<file path="src/rtl/filter_ctrl_pkg.sv">
// filter_ctrl_pkg: register map, bit indices, FSM states and config record for filter_sharpening_ctrl
package filter_ctrl_pkg;
  localparam logic [2:0] ADR_CTRL     = 3'd0;
  localparam logic [2:0] ADR_STRENGTH = 3'd1;
  localparam logic [2:0] ADR_EXP_W    = 3'd2;
  localparam logic [2:0] ADR_EXP_H    = 3'd3;
  localparam logic [2:0] ADR_STATUS   = 3'd4;
  localparam logic [2:0] ADR_MEAS     = 3'd5;
  localparam logic [2:0] ADR_FCNT     = 3'd6;
  localparam int CTRL_BYPASS   = 0;
  localparam int CTRL_ENABLE   = 1;
  localparam int CTRL_IRQ_CLR  = 2;
  localparam int CTRL_ERR_CLR  = 3;
  localparam int CTRL_FCNT_CLR = 4;
  localparam int ST_IRQ   = 0;
  localparam int ST_ERR_W = 1;
  localparam int ST_ERR_H = 2;
  localparam int ST_BUSY  = 3;
  typedef enum logic [2:0] {S_IDLE, S_WAIT_VS, S_LINE, S_HBLANK, S_FEND} state_t;
  typedef struct packed {
    logic        bypass;
    logic [7:0]  strength;
    logic [31:0] exp_w;
    logic [31:0] exp_h;
  } cfg_t;
  localparam cfg_t CFG_RST = '{bypass: 1'b1, strength: 8'd0, exp_w: 32'd0, exp_h: 32'd0};
endpackage

</file>
<file path="src/rtl/video_sync_meas.sv">
// video_sync_meas: registered vs/hs edge detection and saturating pixel/line counters
module video_sync_meas #(
  parameter int LINE_SIZE_MAX   = 4096,
  parameter int FRAME_LINES_MAX = 2048,
  parameter int PW = $clog2(LINE_SIZE_MAX + 1),
  parameter int LW = $clog2(FRAME_LINES_MAX + 1)
) (
  input  logic          clk,
  input  logic          rst,
  input  logic          de_i,
  input  logic          hs_i,
  input  logic          vs_i,
  input  logic          pix_en,
  input  logic          pix_clr,
  input  logic          line_inc,
  input  logic          line_clr,
  output logic          line_end,
  output logic          line_start,
  output logic          frame_start,
  output logic          frame_end,
  output logic          pix_ovf,
  output logic          line_ovf,
  output logic [PW-1:0] pix_cnt,
  output logic [LW-1:0] line_cnt
);
  logic vs_q, vs_qq, hs_q, hs_qq, de_q, pix_sat, line_sat;
  assign pix_sat     = pix_cnt == PW'(LINE_SIZE_MAX);
  assign line_sat    = line_cnt == LW'(FRAME_LINES_MAX);
  assign line_end    = hs_q & ~hs_qq;
  assign line_start  = ~hs_q & hs_qq;
  assign frame_start = vs_q & ~vs_qq;
  assign frame_end   = ~vs_q & vs_qq;
  assign pix_ovf     = pix_en & de_q & pix_sat & ~pix_clr;
  assign line_ovf    = line_inc & line_sat & ~line_clr;
  always_ff @(posedge clk or negedge rst)
    if (!rst) begin
      {vs_q, vs_qq, hs_q, hs_qq, de_q} <= '0;
      pix_cnt  <= '0;
      line_cnt <= '0;
    end else begin
      {vs_qq, vs_q} <= {vs_q, vs_i};
      {hs_qq, hs_q} <= {hs_q, hs_i};
      de_q     <= de_i;
      pix_cnt  <= pix_clr ? '0 : (pix_en && de_q && !pix_sat) ? pix_cnt + 1'b1 : pix_cnt;
      line_cnt <= line_clr ? '0 : (line_inc && !line_sat) ? line_cnt + 1'b1 : line_cnt;
    end
endmodule

</file>
<file path="src/rtl/filter_sharpening_ctrl.sv">
// filter_sharpening_ctrl: frame-synchronous shadow/commit register file and video geometry checker.
// Optional frame counter at address 6 when FILTER_SHARPENING_CTRL_FCNT_EN is defined.
module filter_sharpening_ctrl
  import filter_ctrl_pkg::*;
#(
  parameter int LINE_SIZE_MAX   = 4096,
  parameter int FRAME_LINES_MAX = 2048,
  parameter int STRENGTH_WIDTH  = 4
) (
  input  logic                      clk,
  input  logic                      rst,
  input  logic                      cfg_wr,
  input  logic                      cfg_rd,
  input  logic [2:0]                cfg_adr,
  input  logic [31:0]               cfg_di,
  output logic [31:0]               cfg_do,
  input  logic                      de_i,
  input  logic                      hs_i,
  input  logic                      vs_i,
  output logic                      bypass_o,
  output logic [STRENGTH_WIDTH-1:0] strength_o,
  output logic                      frame_done_o,
  output logic                      irq_o,
  output logic                      err_o
);
  localparam int PW = $clog2(LINE_SIZE_MAX + 1);
  localparam int LW = $clog2(FRAME_LINES_MAX + 1);
  state_t state, state_nxt;
  cfg_t shadow, sh_nxt;
  logic enable, irq, err_w, err_h, busy, wr_ctrl, irq_clr, err_clr;
  logic commit, close, fend, pix_clr, pix_en, w_bad, h_bad;
  logic line_end, line_start, frame_start, frame_end, pix_ovf, line_ovf;
  logic act_bypass;
  logic [STRENGTH_WIDTH-1:0] act_strength;
  logic [31:0] act_exp_w, act_exp_h, rd_val, fcnt_val;
  logic [PW-1:0] pix_cnt, meas_w;
  logic [LW-1:0] line_cnt, meas_h, h_val;
  video_sync_meas #(.LINE_SIZE_MAX(LINE_SIZE_MAX), .FRAME_LINES_MAX(FRAME_LINES_MAX)) u_meas (
    .clk(clk), .rst(rst), .de_i(de_i), .hs_i(hs_i), .vs_i(vs_i),
    .pix_en(pix_en), .pix_clr(pix_clr), .line_inc(close), .line_clr(fend),
    .line_end(line_end), .line_start(line_start), .frame_start(frame_start), .frame_end(frame_end),
    .pix_ovf(pix_ovf), .line_ovf(line_ovf), .pix_cnt(pix_cnt), .line_cnt(line_cnt)
  );
  assign wr_ctrl = cfg_wr && cfg_adr == ADR_CTRL;
  assign irq_clr = wr_ctrl && cfg_di[CTRL_IRQ_CLR];
  assign err_clr = wr_ctrl && cfg_di[CTRL_ERR_CLR];
  assign pix_en  = state == S_LINE;
  assign busy    = state == S_LINE || state == S_HBLANK || state == S_FEND;
  // A line closed by vs fall still counts toward the frame height reported in the same cycle.
  assign h_val   = (close && line_cnt != LW'(FRAME_LINES_MAX)) ? line_cnt + 1'b1 : line_cnt;
  assign w_bad   = (close && 32'(pix_cnt) != act_exp_w) || pix_ovf;
  assign h_bad   = (fend && 32'(h_val) != act_exp_h) || line_ovf;
  assign bypass_o   = act_bypass;
  assign strength_o = act_strength;
  assign irq_o      = irq;
  assign err_o      = err_w | err_h;
  always_comb begin
    sh_nxt          = shadow;
    sh_nxt.bypass   = wr_ctrl ? cfg_di[CTRL_BYPASS] : shadow.bypass;
    sh_nxt.strength = (cfg_wr && cfg_adr == ADR_STRENGTH) ? 8'(cfg_di[STRENGTH_WIDTH-1:0]) : shadow.strength;
    sh_nxt.exp_w    = (cfg_wr && cfg_adr == ADR_EXP_W) ? cfg_di : shadow.exp_w;
    sh_nxt.exp_h    = (cfg_wr && cfg_adr == ADR_EXP_H) ? cfg_di : shadow.exp_h;
  end
  always_ff @(posedge clk or negedge rst)
    if (!rst) state <= S_IDLE;
    else state <= state_nxt;
  always_comb begin
    state_nxt = state;
    commit    = 1'b0;
    close     = 1'b0;
    fend      = 1'b0;
    pix_clr   = 1'b0;
    case (state)
      S_IDLE:    state_nxt = (enable && !vs_i) ? S_WAIT_VS : S_IDLE;
      S_WAIT_VS: begin
        commit    = enable && frame_start;
        state_nxt = !enable ? S_IDLE : frame_start ? S_LINE : S_WAIT_VS;
      end
      S_LINE: begin
        close     = line_end || frame_end;
        fend      = frame_end;
        pix_clr   = frame_end;
        state_nxt = frame_end ? (enable ? S_WAIT_VS : S_IDLE) : line_end ? S_HBLANK : S_LINE;
      end
      S_HBLANK: begin
        pix_clr   = line_start && !frame_end;
        state_nxt = frame_end ? S_FEND : line_start ? S_LINE : S_HBLANK;
      end
      S_FEND: begin
        fend      = 1'b1;
        pix_clr   = 1'b1;
        state_nxt = enable ? S_WAIT_VS : S_IDLE;
      end
      default: state_nxt = S_IDLE;
    endcase
  end
  always_comb begin
    rd_val = '0;
    case (cfg_adr)
      ADR_CTRL:     rd_val = {30'd0, enable, shadow.bypass};
      ADR_STRENGTH: rd_val = {24'd0, shadow.strength};
      ADR_EXP_W:    rd_val = shadow.exp_w;
      ADR_EXP_H:    rd_val = shadow.exp_h;
      ADR_STATUS:   rd_val = {28'd0, busy, err_h, err_w, irq};
      ADR_MEAS:     rd_val = {16'(meas_h), 16'(meas_w)};
      ADR_FCNT:     rd_val = fcnt_val;
      default:      rd_val = '0;
    endcase
  end
  always_ff @(posedge clk or negedge rst)
    if (!rst) begin
      shadow       <= CFG_RST;
      enable       <= 1'b0;
      act_bypass   <= 1'b1;
      act_strength <= '0;
      act_exp_w    <= '0;
      act_exp_h    <= '0;
      meas_w       <= '0;
      meas_h       <= '0;
      irq          <= 1'b0;
      err_w        <= 1'b0;
      err_h        <= 1'b0;
      frame_done_o <= 1'b0;
      cfg_do       <= '0;
    end else begin
      shadow       <= sh_nxt;
      enable       <= wr_ctrl ? cfg_di[CTRL_ENABLE] : enable;
      act_bypass   <= commit ? sh_nxt.bypass : act_bypass;
      act_strength <= commit ? sh_nxt.strength[STRENGTH_WIDTH-1:0] : act_strength;
      act_exp_w    <= commit ? sh_nxt.exp_w : act_exp_w;
      act_exp_h    <= commit ? sh_nxt.exp_h : act_exp_h;
      meas_w       <= close ? pix_cnt : meas_w;
      meas_h       <= fend ? h_val : meas_h;
      irq          <= fend | (irq & ~irq_clr);
      err_w        <= w_bad | (err_w & ~err_clr);
      err_h        <= h_bad | (err_h & ~err_clr);
      frame_done_o <= fend;
      cfg_do       <= cfg_rd ? rd_val : cfg_do;
    end
`ifdef FILTER_SHARPENING_CTRL_FCNT_EN
  logic [31:0] fcnt;
  always_ff @(posedge clk or negedge rst)
    if (!rst) fcnt <= '0;
    else fcnt <= (wr_ctrl && cfg_di[CTRL_FCNT_CLR]) ? '0 : fend ? fcnt + 32'd1 : fcnt;
  assign fcnt_val = fcnt;
`else
  assign fcnt_val = '0;
`endif
endmodule

</file>
<file path="config.mk">
export PLATFORM = sky130hd
export DESIGN_NAME = filter_sharpening_ctrl
export DESIGN_NICKNAME = d
export VERILOG_FILES = /design/src/rtl/filter_ctrl_pkg.sv /design/src/rtl/video_sync_meas.sv /design/src/rtl/filter_sharpening_ctrl.sv
export SDC_FILE = /design/constraint.sdc
export NUM_CORES = 1
export LEC_CHECK = 0
export ABC_AREA = 1
export ABC_CLOCK_PERIOD_IN_PS = 1800
export BUFFER_PORTS_ARGS = -buffer_cell sky130_fd_sc_hd__buf_2
export CAP_MARGIN = 0
export CORE_UTILIZATION = 27
export CTS_CLUSTER_SIZE = 8
export DETAILED_ROUTE_END_ITERATION = 8
export PLACE_DENSITY_LB_ADDON = 0.15
export SYNTH_ARGS = -nofsm -noshare
export SYNTH_HDL_FRONTEND = slang
export SYNTH_SLANG_ARGS = --single-unit
export TNS_END_PERCENT = 20
</file>
<file path="constraint.sdc">
create_clock -name clk -period 1.8 [get_ports clk]
set_input_delay 0 -clock clk [delete_from_list [all_inputs] [get_ports clk]]
set_output_delay 0 -clock clk [all_outputs]
set_load 0.01 [all_outputs]
</file>
==> results.txt, run 1 <==
Initial antenna violation count -> 0
CP startpoint kind -> flop
CTS HTree Levels -> 2
Slew @ Worst Pin -> 0.522 ns
Number of synthesized flops with an enable pin -> 0
Cell area after synthesis -> 10300 um^2
Final hold vios -> 0
Layer with the highest usage -> met2
Met2 usage -> 27.1%
Critical path capture point type -> flop
Met1 usage -> 23.2%
Largest net degree at the start of global routing -> 60
Total CTS buffers -> 35
Root Buffer -> clkbuf_16
Status -> finished, violations left
GR Overflow Total -> 0
Worst R2R Path Depth -> 16
Global-route wire length before repair -> 50.8 mm
Period minus WS final -> 1.89 ns
RSZ-0062 raised after global routing -> yes
Yosys reg bits -> 233
Maximum capacitance violations -> 0
Synthesis Warnings -> 0
Vias -> 8903
Total power -> 16.9 mW
Arr. time, crit path -> 2.26 ns
Final setup violation count -> 1
Setup slack at placement -> -0.209 ns
Worst Path Required -> 2.18 ns
Static Leak -> 6.76 nW
Avg Inst Size Synth -> 8.39 um^2
Cells after Synth -> 1226
Nets -> 1492
DP Area -> 12000 um^2
Vias in the first global route -> 8994
Final worst path period share -> 105%
Core area -> 37600 um^2
Non-Filler Instances -> 1960
R2R setup slack -> -0.09 ns
Total track usage -> 16.8%
Ant diodes -> 0
CP Buf/Inv Count -> 2
CTS Sinks -> 233
DR vias/cell -> 4.54
Worst path most repeated cell -> nand2_1
CP Class -> flop to flop
Clk_skew -> 0.0121 ns
Clock-pin slew on the worst setup and hold paths -> 0.05 ns
Clk_lat worst skew -> 0.50 ns
CP max-delay cell -> dfrtp_1
Worst-path fanout max -> 5
IO buf count -> 81
Largest stage delay on the critical path -> 0.39 ns
CP top delay family -> simple AND/OR/NAND/NOR gates
Design Area, Final -> 13600 um^2
Die X -> 197 um
Placed cell count -> 1873
Netlist cell types -> 37
Worst path depth -> 16
Failing checks -> negative setup slack
Final hold slack -> 0.0436 ns
Drt first pass iters -> 5
Initial DRC Count -> 507
Die Footprint -> 38900 um^2
Most common flop cell mapped by yosys -> dfrtp_1
Mapped Nets -> 1272
Final ANT Viol Nets -> 0
R2R Path Start -> u_meas.line_cnt[1]
Crit Reg-Reg Endpoint -> err_h
PD cells -> 1250 nW/um^2
Num rows -> 71
CP startpoint -> u_meas.line_cnt[1]
Initial core utilization -> 27.4%
Post-synth ARST share -> 100%
WL final -> 31.9 mm
CTS tree -> built
Sequential-to-total area share from yosys stat -> 56.7%
Crit path cell chain -> inv_2, ha_4, nand3_2, nor2_2, nand2_2, nand2_4, buf_12, nand2_2, nand3_1, nand2_1, nor2_1, nand3_1, nor2_1, nand2_1, nand2_1, nand2_1
WL/cell -> 16.3 um
Die H -> 197 um
Residual DRC count -> 0
Hpwl dp -> 22.1 mm
Hold Crit Class -> input port to async pin
Maximum clock frequency -> 0.530 GHz
Fin worst setup slack -> -0.0864 ns
Area delta synth->final -> 32.0%
Relative slew slack -> 64.3%
Layout cells sized above 1 -> 20.2%
I/O Pins -> 82
GRT met3 Usage -> 2.44%
Slew Limit Fails -> 0
VDD IR max -> 0.587 mV
Max Buffers Root-to-Sink -> 3
Routability cong. -> 0.845
## per-layer routing
metal | vias up | share of wire [%]
li1 | 4385 | -
met2 | 185 | 46
met1 | 4280 | 47
met5 | - | 0
met4 | 0 | 2.9
met3 | 53 | 3.8
## per-stage QoR
| stage | setup TNS (ns) | utilization (%) |
|---|---|---|
| after floorplan | 0 | - |
| after global placement | -0.230 | 32.0 |
| after detailed placement | -0.303 | 32.0 |
| after CTS | -0.124 | 35.9 |
| after global routing | -0.468 | 36.1 |
| final | -0.0864 | 36.1 |
## worst register-to-register path: stages, from the launching register on
cell,delay [ns]
dfrtp_1,0.39
inv_2,0.09
ha_4,0.13
nand3_2,0.07
nor2_2,0.12
nand2_2,0.08
nand2_4,0.11
buf_12,0.12
nand2_2,0.05
nand3_1,0.06
nand2_1,0.06
nor2_1,0.12
nand3_1,0.11
nor2_1,0.10
nand2_1,0.06
nand2_1,0.06
nand2_1,0.05
## layout by cell type, fill, tap and decap left out, drive strengths merged, types with 5 or more instances in the layout
master       count
nand3           43
xor2             5
dfrtp          231
clkbuf          38
nor3            16
xnor2            8
dlygate4sd3     38
nor4            12
a21o            13
o21ai          134
buf            195
a22oi           32
nand2          466
nor2            52
nand4           10
a21oi           26
inv            105
## layout make-up
cell class	instances	area, um^2
fill	3914	24000
multi-input combinational	836	3970
tap	511	639
timing repair buffer	233	1820
inverter	107	408
sequential	233	5830
clock inverter	2	13.8
clock buffer	38	897
## registers in the layout, indices dropped and copies added (netlist names), 4 cells and up
register and count:
act_exp_h 32, shadow 69, act_exp_w 32, meas_w 13
strength_o 4, u_meas.line_cnt 12, meas_h 12, cfg_do 32
u_meas.pix_cnt 13
## cell usage after synthesis (all sizes together) (4+ instances only)
| cell | n | area, um^2 |
|---|---|---|
| nand4 | 10 | 62.6 |
| inv | 104 | 390 |
| nand3 | 43 | 215 |
| xnor2 | 8 | 70.1 |
| o21ai | 134 | 671 |
| xor2 | 5 | 43.8 |
| nor4 | 12 | 75.1 |
| nor2 | 52 | 205 |
| nand2 | 466 | 1770 |
| ha | 4 | 50.1 |
| a21o | 13 | 97.6 |
| a21oi | 26 | 138 |
| dfrtp | 231 | 5780 |
| nor3 | 16 | 85.1 |
| clkbuf | 34 | 128 |
| buf | 16 | 88.8 |
| a22oi | 32 | 240 |
## worst max-delay path by stage
| stage | end | slack (ns) |
|---|---|---|
| 2_1_floorplan | err_h | 0.04 |
| 3_3_place_gp | err_h | -0.16 |
| 3_5_place_dp | err_h | -0.21 |
| 4_1_cts | err_h | -0.09 |
| 5_1_grt | err_h | -0.22 |
| 6_report | err_h | -0.09 |
## kinds of logic after synthesis
| kind of cell | count (synthesis) | share of synthesized area (%) |
|---|---|---|
| XOR/XNOR | 13 | 1.11 |
| adder cells (fa/ha/maj) | 4 | 0.486 |
| buffers and inverters | 157 | 6.02 |
| flip-flops | 233 | 56.7 |
| AO/OA/AOI/OAI | 219 | 12.2 |
| AND/OR/NAND/NOR | 600 | 23.5 |
## power breakdown
| part | switching (mW) | internal, mW | total (mW) | leakage [nW] |
|---|---|---|---|---|
| sequential | 0.805 | 6.60 | 7.40 | 2.89 |
| combinational | 2.14 | 1.65 | 3.79 | 3.42 |
| clock | 2.24 | 3.47 | 5.72 | 0.449 |
## timing repair
action | CTS | global route
gates resized for setup | 25 | 26
pin swaps | 16 | 15
endpoints found under the setup margin | 4 | 18
hold buffers | 38 | 0
setup buffers | 8 | 1
endpoints found under the hold margin | 353 | 0
(Power assumes the default switching activity.)
==> run 2: changes to the inputs <==
==> constraint.sdc (replaced) <==
create_clock -name clk -period 1.8 [get_ports clk]
set_input_delay 0.09 -clock clk [delete_from_list [all_inputs] [get_ports clk]]
set_output_delay 0.09 -clock clk [all_outputs]
set_load 0.01 [all_outputs]
==> results.txt, run 2 (same netlist as run 1, synthesis figures left out) <==
Ant diodes -> 0 (unchanged)
Die Footprint -> 38900 um^2 (unchanged)
Static Leak -> 6.82 nW (+0.93%)
Relative slew slack -> 66.4% (+2.1 points)
Nets -> 1487 (-0.34%)
CTS HTree Levels -> 2 (unchanged)
Clk_skew -> 0.0200 ns (+0.00792 ns)
Setup TNS -> -0.0859 ns (+0.000555 ns)
Most frequent cells in the layout -> nand2_1, dfrtp_1, o21ai_0
Clock-pin slew on the worst setup and hold paths -> 0.05 ns (about the same)
Initial DRC Count -> 493 (-2.8%)
Top reg by flops -> shadow
Largest net degree at the start of global routing -> 66 (+10%)
Worst R2R Path Depth -> 16 (unchanged)
Core area -> 37600 um^2 (unchanged)
WL final -> 31.6 mm (-0.91%)
Worst-path fanout max -> 7 (+2)
Crit Reg-Reg Endpoint -> err_h
Routability cong. -> 0.842 (-0.30%)
Max Buffers Root-to-Sink -> 3 (unchanged)
Hold Crit Class -> input port to flop
RSZ-0062 raised after global routing -> yes
CTS tree -> built
R2R Path Start -> u_meas.line_cnt[0]
I/O Pins -> 82 (unchanged)
DP Area -> 12100 um^2 (+0.17%)
Slew @ Worst Pin -> 0.504 ns (-0.0185 ns)
Root Buffer -> clkbuf_16
Total track usage -> 16.7% (-0.15 points)
Hpwl dp -> 21.8 mm (-1.4%)
PD cells -> 1270 nW/um^2 (+2.1%)
Arr. time, crit path -> 2.29 ns (+0.03 ns)
VDD IR max -> 0.525 mV (-11%)
Fill cells -> 3885 (-0.74%)
Number of flip-flops in the largest register -> 69 (unchanged)
Global-route wire length before repair -> 50.3 mm (-0.96%)
Die H -> 197 um (unchanged)
Worst Path Required -> 2.20 ns (+0.02 ns)
Vias -> 8948 (+0.51%)
Failing checks -> negative setup slack
Design Area, Final -> 13700 um^2 (+1.1%)
Final ANT Viol Nets -> 0 (unchanged)
DR vias/cell -> 4.56 (+0.40%)
Maximum capacitance violations -> 0 (unchanged)
Total CTS buffers -> 35 (unchanged)
Maximum clock frequency -> 0.530 GHz (about the same)
Final worst path period share -> 105% (about the same)
Multi-input gate area -> 4050 um^2 (+1.8%)
Vias in the first global route -> 9012 (+0.20%)
Clk_lat worst skew -> 0.51 ns (about the same)
Fin worst setup slack -> -0.0859 ns (+0.000555 ns)
Final setup violation count -> 1 (unchanged)
Area delta synth->final -> 33.4%
Initial antenna violation count -> 0 (unchanged)
Die X -> 197 um (unchanged)
R2R setup slack -> -0.09 ns (about the same)
Drt first pass iters -> 5 (unchanged)
Residual DRC count -> 0 (unchanged)
WL/cell -> 16.1 um (-1.0%)
CTS Sinks -> 233 (unchanged)
Layout cells sized above 1 -> 21.1% (+0.87 points)
Num rows -> 71 (unchanged)
Most common cell after layout, fill and taps aside -> nand2_1
Status -> finished, violations left
CP Class -> flop to flop
CP startpoint kind -> flop
GR Overflow Total -> 0 (unchanged)
Critical path capture point type -> flop
Worst setup path end -> err_h
Period minus WS final -> 1.89 ns (-0.000555 ns)
Initial core utilization -> 27.4% (unchanged)
Final hold vios -> 0 (unchanged)
IO buf count -> 81 (unchanged)
CP startpoint -> u_meas.line_cnt[0]
Slew Limit Fails -> 0 (unchanged)
FF/Latch Area -> 5840 um^2 (about the same)
==> run 2: metrics by stage <==
stage	setup slack [ns]	total power, mW	util [%]	hold WS, ns	std cells
6_report	-0.0859	17.5	36.5	0.0288	1962
3_3_place_gp	-0.140	11.0	32.1	0.0316	1869
3_5_place_dp	-0.174	11.1	32.1	0.0222	1869
5_1_grt	-0.207	18.6	36.5	0.0429	1962
4_1_cts	-0.0883	17.5	36.0	0.0418	1958
2_1_floorplan	0.0379	9.38	-	-0.206	1226
==> run 2: layout make-up <==
cell class	instances	area share (%)
flip-flops and latches	233	42.5
multi-input cells	837	29.5
repair buffers	227	13.0
clock buffers	45	7.11
well taps	511	4.66
inverters	107	3.00
clock inverters	2	0.182
==> run 2: report_power, final <==
| group | leakage (nW) | internal, mW | switching (mW) |
|---|---|---|---|
| Clock | 0.491 | 3.75 | 2.34 |
| Sequential | 2.89 | 6.60 | 0.821 |
| Combinational | 3.44 | 1.73 | 2.21 |
==> run 2: routing by layer <==
| layer | up-vias | wire [um] | track usage, % | part of all wire (%) |
|---|---|---|---|---|
| met5 | - | 0 | 0 | 0 |
| met4 | 0 | 563 | 4.08 | 1.8 |
| met3 | 43 | 1240 | 2.34 | 3.9 |
| met2 | 174 | 14700 | 27.3 | 47 |
| met1 | 4347 | 15100 | 23.2 | 48 |
| li1 | 4384 | - | - | - |
==> run 2: timing repair <==
item                                   in CTS  in global routing
cloned                                      1                  0
hold buffers                               37                  0
resized for setup                          17                 51
setup endpoints to repair                   4                 31
endpoints found under the hold margin     310                  0
buffers inserted                            4                  5
pin swaps                                  14                 17
==> run 2: worst min-delay path by stage <==
| stage | from | endpoint | slack, ns | depth (start not counted) |
|---|---|---|---|---|
| after floorplan | rst | act_exp_h[0] | -0.21 | 0 |
| after global placement | rst | act_exp_h[19] | 0.03 | 1 |
| after detailed placement | rst | act_exp_h[19] | 0.02 | 1 |
| after CTS | cfg_di[7] | shadow[39] | 0.04 | 3 |
| after global routing | cfg_di[7] | shadow[39] | 0.04 | 3 |
| final | cfg_di[7] | shadow[7] | 0.03 | 3 |
==> run 2: worst max-delay path, stage by stage (launching register included) <==
cell,delay [ns]
dfrtp_1,0.39
inv_2,0.08
ha_4,0.13
nand3_2,0.06
nor2_2,0.10
nand2_2,0.10
buf_6,0.16
nand3_1,0.08
nand2_1,0.07
nand2_1,0.08
nand2_1,0.07
nor2_2,0.09
nand3_2,0.10
nor2_2,0.11
nand2_1,0.06
nand2_1,0.05
nand2_1,0.04
